### config.mk
export PLATFORM = sky130hd
export DESIGN_NAME = sys_run_monitor
export DESIGN_NICKNAME = d
export VERILOG_FILES = /design/src/rtl/sys_run_monitor.sv
export SDC_FILE = /design/constraint.sdc
export NUM_CORES = 1
export LEC_CHECK = 0
export ABC_AREA = 1
export BUFFER_PORTS_ARGS = -buffer_cell sky130_fd_sc_hd__buf_2
export CORE_MARGIN = 1
export CORE_UTILIZATION = 60
export DETAILED_ROUTE_END_ITERATION = 8
export GPL_TIMING_DRIVEN = 0
export PLACE_DENSITY = 0.8
export SYNTH_ARGS = -nofsm -noshare
export SYNTH_HDL_FRONTEND = slang
export SYNTH_SLANG_ARGS = --single-unit
### constraint.sdc
create_clock -name clk -period 2.54 [get_ports clk]
set_input_delay 0.508 -clock clk [delete_from_list [all_inputs] [get_ports clk]]
set_output_delay 0.508 -clock clk [all_outputs]
set_load 0.05 [all_outputs]
### src/rtl/sys_run_monitor.sv
`default_nettype none
// ============================================================================
// Module   : sys_run_monitor
// Purpose  : Core reset sequencer, end-of-run detector and out_byte FIFO.
// Revision : 1.0
// ============================================================================
module sys_run_monitor #(
    parameter int RESET_CYCLES   = 100,
    parameter int TIMEOUT_CYCLES = 0,
    parameter int FIFO_DEPTH     = 16,
    parameter int DATA_W         = 8
) (
    input  logic              clk,
    input  logic              resetn,
    output logic              core_resetn,
    input  logic              trap,
    input  logic [DATA_W-1:0] out_byte,
    input  logic              out_byte_en,
    input  logic              rd_ready,
    output logic              rd_valid,
    output logic [DATA_W-1:0] rd_data,
    output logic              done,
    output logic [1:0]        status,
    output logic              overflow,
    output logic [15:0]       byte_count,
    output logic [31:0]       cycle_count
);

    localparam int              c_aw           = (FIFO_DEPTH > 2) ? $clog2(FIFO_DEPTH) : 1;
    localparam int              c_hw           = $clog2(RESET_CYCLES + 1);
    localparam logic [c_aw:0]   c_depth        = (c_aw + 1)'(FIFO_DEPTH);
    localparam logic [c_hw-1:0] c_hold_last    = c_hw'(RESET_CYCLES - 1);
    localparam logic [31:0]     c_timeout_last = 32'(TIMEOUT_CYCLES - 1);

    typedef enum logic [1:0] {
        S_HOLD         = 2'd0,
        S_RUN          = 2'd1,
        S_TRAP_DONE    = 2'd2,
        S_TIMEOUT_DONE = 2'd3
    } state_t;

    state_t            state_q, state_d;
    logic [c_hw-1:0]   hold_cnt_q, hold_cnt_d;
    logic [31:0]       cycle_cnt_q, cycle_cnt_d;
    logic              core_resetn_q;

    logic [DATA_W-1:0] mem_q [FIFO_DEPTH];
    logic [c_aw-1:0]   wr_ptr_q, wr_ptr_d;
    logic [c_aw-1:0]   rd_ptr_q, rd_ptr_d;
    logic [c_aw:0]     occ_q, occ_d;
    logic              overflow_q, overflow_d;
    logic [15:0]       byte_cnt_q, byte_cnt_d;

    logic              w_push_req;
    logic              w_pop;
    logic              w_full;
    logic              w_push;

    // ------------------------------------------------------------------
    // Run sequencer
    // ------------------------------------------------------------------
    always_comb begin
        state_d     = state_q;
        hold_cnt_d  = hold_cnt_q;
        cycle_cnt_d = cycle_cnt_q;
        case (state_q)
            S_HOLD: begin
                if (hold_cnt_q == c_hold_last) begin
                    state_d = S_RUN;
                end else begin
                    hold_cnt_d = hold_cnt_q + c_hw'(1);
                end
            end
            S_RUN: begin
                if (cycle_cnt_q != 32'hFFFF_FFFF) begin
                    cycle_cnt_d = cycle_cnt_q + 32'd1;
                end
                // Trap has priority over a coincident timeout.
                if (trap) begin
                    state_d = S_TRAP_DONE;
                end else if ((TIMEOUT_CYCLES != 0) && (cycle_cnt_q == c_timeout_last)) begin
                    state_d = S_TIMEOUT_DONE;
                end
            end
            default: begin
                state_d = state_q;
            end
        endcase
    end

    always_ff @(posedge clk) begin
        if (!resetn) begin
            state_q       <= S_HOLD;
            hold_cnt_q    <= '0;
            cycle_cnt_q   <= '0;
            core_resetn_q <= 1'b0;
        end else begin
            state_q       <= state_d;
            hold_cnt_q    <= hold_cnt_d;
            cycle_cnt_q   <= cycle_cnt_d;
            core_resetn_q <= (state_d != S_HOLD);
        end
    end

    // ------------------------------------------------------------------
    // out_byte FIFO (first-word fall-through, no write-to-read bypass)
    // ------------------------------------------------------------------
    assign w_push_req = (state_q == S_RUN) && out_byte_en;
    assign w_pop      = (occ_q != '0) && rd_ready;
    assign w_full     = (occ_q == c_depth);
    // A full FIFO still accepts a byte when the head leaves in the same cycle.
    assign w_push     = w_push_req && (!w_full || w_pop);

    always_comb begin
        wr_ptr_d   = wr_ptr_q;
        rd_ptr_d   = rd_ptr_q;
        occ_d      = occ_q;
        overflow_d = overflow_q;
        byte_cnt_d = byte_cnt_q;
        if (w_push) begin
            wr_ptr_d = wr_ptr_q + c_aw'(1);
            if (byte_cnt_q != 16'hFFFF) begin
                byte_cnt_d = byte_cnt_q + 16'd1;
            end
        end
        if (w_push_req && !w_push) begin
            overflow_d = 1'b1;
        end
        if (w_pop) begin
            rd_ptr_d = rd_ptr_q + c_aw'(1);
        end
        case ({w_push, w_pop})
            2'b10:   occ_d = occ_q + (c_aw + 1)'(1);
            2'b01:   occ_d = occ_q - (c_aw + 1)'(1);
            default: occ_d = occ_q;
        endcase
    end

    always_ff @(posedge clk) begin
        if (!resetn) begin
            wr_ptr_q   <= '0;
            rd_ptr_q   <= '0;
            occ_q      <= '0;
            overflow_q <= 1'b0;
            byte_cnt_q <= '0;
        end else begin
            wr_ptr_q   <= wr_ptr_d;
            rd_ptr_q   <= rd_ptr_d;
            occ_q      <= occ_d;
            overflow_q <= overflow_d;
            byte_cnt_q <= byte_cnt_d;
        end
    end

    always_ff @(posedge clk) begin
        if (w_push) begin
            mem_q[wr_ptr_q] <= out_byte;
        end
    end

    // ------------------------------------------------------------------
    // Outputs
    // ------------------------------------------------------------------
    assign core_resetn = core_resetn_q;
    assign rd_valid    = (occ_q != '0);
    assign rd_data     = mem_q[rd_ptr_q];
    assign done        = (state_q == S_TRAP_DONE) || (state_q == S_TIMEOUT_DONE);
    assign status      = (state_q == S_TRAP_DONE)    ? 2'd1 :
                         (state_q == S_TIMEOUT_DONE) ? 2'd2 : 2'd0;
    assign overflow    = overflow_q;
    assign byte_count  = byte_cnt_q;
    assign cycle_count = cycle_cnt_q;

endmodule
`default_nettype wire

# == Word-level counts from Yosys, hierarchy flattened ==
# Memory sizes are Yosys's and may differ from the RTL's. A register that Yosys moved wholly into a read port is not among the register bits.
# Index checks and enable logic that the tools add are counted.
# totals
mem_count,1
reg_bits,72
inputBits,13
mem_bits_rw,128
# classes
reduce_logical,15
mux,10
eq_ne,9
add_sub_neg,7
n_bitwise,1
# memory_table
memory,depth,width,rd,rd_ports_with_merged_regs,wr,line_no,source
mem_q,16,8,1,1,1,47,logic [DATA_W-1:0] mem_q [FIFO_DEPTH];
# ops
cell,n
$add 32x1->32 const B,1
$ne 32x32->1 const B,1
$add 16x1->16 const B,1
$ne 16x16->1 const B,1
$pmux 5 s2,1
$add 4x1->4 const B,2
$mux 2,4
$mux 4,2
$add 7x1->7 const B,1
$eq 7x7->1 const B,1
$eq 2x2->1 const B,3
$reduce_and 2->1,3
$add 5x1->5 const B,1
$eq 5x5->1 const B,1
$reduce_bool 5->1,1
$sub 5x1->5 const B,1
$eq 2x1->1 const B,2
$logic_and 1x1->1,4
$pmux 2 s2,1
$reduce_bool 2->1,2
$logic_not 1->1,2
$logic_not 2->1,1
$logic_or 1x1->1,2
$mux 1,2
$not 1->1,1

# == Longest topological paths before layout ==
# depth
word_depth,6
ltp_mapped,14
ltp_nobuf,14

# == Least setup slack after synthesis ==
# No wires, ideal clock.
# synth_timing
path_type,flip-flop to flip-flop
from,register occ_q[0]
to,register occ_q[4]
setup_slack_ns,0.167
arrival_time_ns,2.258
setup_ns,0.115
required_ns,2.425
path_buffers,0
stages_incl_launch_ff,14
cell_sequence,dfxtp_1 nor2_1 nand3b_1 nand2_1 inv_1 nand2_1 inv_1 fa_1 nand3_1 nand2_1 nand3_1 nand2_1 a21oi_1 nor2_1
# synth_via
elab_chain_cells,6
elab_cells_between_ends,12
classes_between,add/sub (2); eq/ne (3); mux (1); reduce/logical (6)
# synth_lines
item,line_no,source
start: declaration,50,"logic [c_aw:0] occ_q, occ_d;"
start signal: assignment,143,occ_q <= '0;
start signal: assignment,149,occ_q <= occ_d;
$reduce_bool 5->1 *,n/a,
named net rd_valid,20,"output logic rd_valid,"
$logic_and 1x1->1 *,109,assign w_pop = (occ_q != '0) && rd_ready;
$logic_or 1x1->1,112,assign w_push = w_push_req && (!w_full || w_pop);
$logic_and 1x1->1,112,
$eq 2x1->1 / $eq 2x2->1 (equally long branches),132,"case ({w_push, w_pop})"
$pmux 5 s2 / $reduce_bool 2->1 (equally long branches),n/a,
# Mark *: on every way through the listed nets, which the timed path passes. The rest lies on a longest branch.
# A chain may end at the register's enable or synchronous reset.

==> flow_metrics.py <==
metrics = {
    "final_layout": {
        "drive_gt1_frac": 0.167,
        "area_growth_pct": 17.2,
        "multi_input_area_mm2": 0.00376,
        "fillCellCount": 1133,
        "final_area_mm2": 0.0112,
        "mostFrequentLayoutCell": "nand2_1",
        "layout.cells.non_filler": 1400,
        "regArea_mm2": 0.00537,
        "nets": 1200,
        "antenna_cells": 0,
        "postLayoutCoreUtil": 0.728,
        "mostFrequentLayoutCells": "245 x nand2_1, 209 x nor2_1, 128 x edfxtp_1, 74 x dfxtp_1, 70 x buf_2",
    },
    "setup_path": {
        "crit_slowest_cell": "dfxtp_2",
        "cp_num_cells": 6,
        "required_ns": 2.03,
        "arrival_ns": 2.08,
        "critPathMaxStageDelay_ns": 0.45,
        "critPathCaptureType": "output port",
        "critical_path_class": "register to output port",
        "r2r-end": "occ_q[4]",
        "r2r_slack_ns": 0.25,
        "crit_fanout": 10,
        "path_cells": "buf_2, o21ai_0, o211ai_1, nand3_1, nand2_2, buf_8",
        "worst-path-buf-inv": 2,
        "timing.rr.start": "occ_q[0]",
        "crit_family": "flip-flops",
        "startpoint_type": "register",
        "reg2reg_depth": 12,
    },
    "global_routing": {
        "grt_pass1_vias": 7330,
        "grt_pass1_wl_um": 37300,
        "track_usage": 0.293,
        "grt_overflow_total": 0,
        "grt_max_degree": 17,
        "antenna_found_initial": 0,
    },
    "place": {
        "hpwl_um": 15400,
        "port_buffers": 74,
        "gp_congestion": 0.941,
        "post_dp_cell_area_mm2": 0.0101,
        "placed_cells": 1358,
    },
    "clock_tree": {
        "htreeDepth": 1,
        "tritoncts": "done",
        "clk_pin_slew_ns": 0.06,
        "insertion_delay_ns": 0.49,
        "cts_hold_buffers": 0,
        "clkSinkCount": 204,
        "numCtsBuffers": 21,
        "clockBufferDepth": 3,
        "cts_root_buf": "clkbuf_16",
    },
    "routing": {
        "routed-wl-met3_um": 2030,
        "wl_met1_um": 9430,
        "wl_met2_um": 11200,
        "routed_wl_um": 23500,
        "drtIter0Drc": 621,
        "viasPerCell": 5.61,
        "top_layer_used": "met4",
        "wire_per_inst_um": 16.8,
        "drtPass1Iterations": 5,
        "drc": 0,
        "vias": 7859,
        "final_antenna_net_count": 0,
    },
    "hold_path": {
        "hp-class": "input port to register",
        "hold_depth": 2,
        "hold_end": "state_q[0]",
        "worstHoldStart": "trap",
    },
    "floorplanning": {
        "start_util": 0.621,
        "die_area_mm2": 0.0164,
        "core_mm2": 0.0153,
        "die_x_um": 128,
        "die_y_um": 128,
        "std_cell_rows": 45,
        "io_pins": 75,
    },
    "sta": {
        "slew_violations": 0,
        "layout_setup_ws_ns": -0.0517,
        "setup_violations": 7,
        "rsz0062_at_grt": "yes",
        "holdWs_ns": 0.222,
        "skew_ns": 0.0108,
        "fmax_mhz": 386,
        "setup_tns_ns": -0.199,
        "hold_viol_final": 0,
        "worst_pin_slew_ns": 0.885,
        "min_period_over_period": 1.02,
        "post-route-min-period_ns": 2.59,
        "maxSlewHeadroom": 0.408,
    },
    "synthesis": {
        "yosys-mux-area-fraction": 0,
        "yosysSeqAreaShare": 0.564,
        "netlist_instances": 1073,
        "synth-xor-area-share": 0.0239,
        "ys_types": 39,
        "yosys.area_share.simple": 0.236,
        "synth_compound_area_frac": 0.113,
        "synth_fa_ha_area_frac": 0.0166,
        "yosys_register_bits": 204,
        "synth_area_mm2": 0.00951,
        "synth_nets": 1098,
        "yosys_warnings": 0,
        "synth_top_family_by_area": "simple AND/OR/NAND/NOR gates",
        "syn_area_per_cell_um2": 8.87,
    },
    "outcome": {
        "status": "finished with violations",
        "violations": "setup timing",
    },
    "pwr": {
        "leakage_nw": 4.12,
        "cellPowerDensity_mw_per_mm2": 816,
        "peakVddDrop_mv": 0.576,
    },
    "run": {
        "drv_cap": 0,
    },
}
==> state kept, by name (all words and copies together) (netlist names), named ones only <==
signal	count
byte_count	16
mem_q	128
hold_cnt_q	7
state_q	2
wr_ptr_q	4
core_resetn	1
rd_ptr_q	4
overflow	1
occ_q	5
cycle_count	32
==> worst max-delay path by stage <==
stage | endpoint | slack [ns]
2_1_floorplan | occ_q[4] | 0.17
3_3_place_gp | rd_data[5] | -0.09
3_5_place_dp | rd_data[1] | -0.07
4_1_cts | rd_data[2] | -0.01
5_1_grt | rd_data[1] | -0.11
6_report | rd_data[1] | -0.05
==> cells in the mapped netlist <==
cell | instances | area [µm²]
a221oi_1 | 1 | 8.76
inv_4 | 1 | 6.26
nand4_1 | 14 | 87.6
inv_1 | 63 | 236
xnor2_1 | 7 | 61.3
o21ai_1 | 8 | 40.0
o21ba_2 | 1 | 10.0
nand2_8 | 1 | 20.0
a21oi_4 | 1 | 16.3
and3_1 | 1 | 6.26
nor2_4 | 1 | 11.3
nor3b_1 | 1 | 7.51
or3_1 | 1 | 6.26
nor2_8 | 1 | 20.0
nor3_1 | 6 | 30.0
nand2_4 | 2 | 22.5
edfxtp_1 | 128 | 3840
inv_2 | 4 | 15.0
o211ai_1 | 32 | 240
clkbuf_1 | 25 | 93.8
o21ai_0 | 82 | 410
ha_1 | 11 | 138
a21oi_1 | 34 | 170
buf_4 | 1 | 7.51
nand3b_1 | 2 | 15.0
buf_6 | 3 | 33.8
dfxtp_1 | 76 | 1520
nor3_4 | 1 | 16.3
a21oi_2 | 20 | 175
buf_1 | 4 | 15.0
nand2_2 | 6 | 37.5
buf_8 | 1 | 15.0
fa_1 | 1 | 20.0
buf_2 | 4 | 20.0
nor2_1 | 218 | 818
nand2_1 | 247 | 927
xor2_1 | 19 | 166
nand3_1 | 41 | 205
nor2_2 | 3 | 18.8
==> kinds of logic (layout without fill, tap and decap cells) <==
logic type | count (synthesis) | after routing
fa+ha+maj | 12 | 12
simple gates | 546 | 546
compound gates | 179 | 179
flops | 204 | 204
xor+xnor | 26 | 26
buf+inv | 106 | 222
==> final cells by class <==
cell class                 instances  area share
sequential                       204       0.481
multi-input combinational        763       0.338
clock buffer                      22      0.0474
timing repair buffer              79      0.0436
buffer                            37      0.0271
inverter                          68      0.0242
tap                              211      0.0237
clock inverter                    15      0.0144
timing repair inverter             1    0.000561
==> timing repair <==
action                                 CTS  global route
cloned                                   3             1
gates resized for setup                 71            40
setup endpoints to repair                8             9
buffers inserted                         2             0
pin swaps                                8            13
endpoints found under the hold margin    0             0
==> power by group <==
| group | switching, W | leakage [nW] | total (W) | internal (W) |
|---|---|---|---|---|
| Clock | 0.00127 | 0.334 | 0.00309 | 0.00182 |
| Combinational | 0.00151 | 2.03 | 0.00233 | 0.000823 |
| Sequential | 0.0000904 | 1.77 | 0.00367 | 0.00358 |
==> metal layers <==
layer | vias to the layer above | track usage
met5 | - | 0
met4 | 0 | 0.116
met3 | 63 | 0.0472
met2 | 397 | 0.501
met1 | 3597 | 0.375
li1 | 3802 | -
==> per-stage QoR <==
step / power [W] / setup slack, ns
global placement: 0.00554 / -0.0864
CTS: 0.00895 / -0.0123
floorplan: 0.00501 / 0.167
global route: 0.00943 / -0.110
finish: 0.00910 / -0.0517
detailed placement: 0.00557 / -0.0711
(Power assumes the default switching activity.)
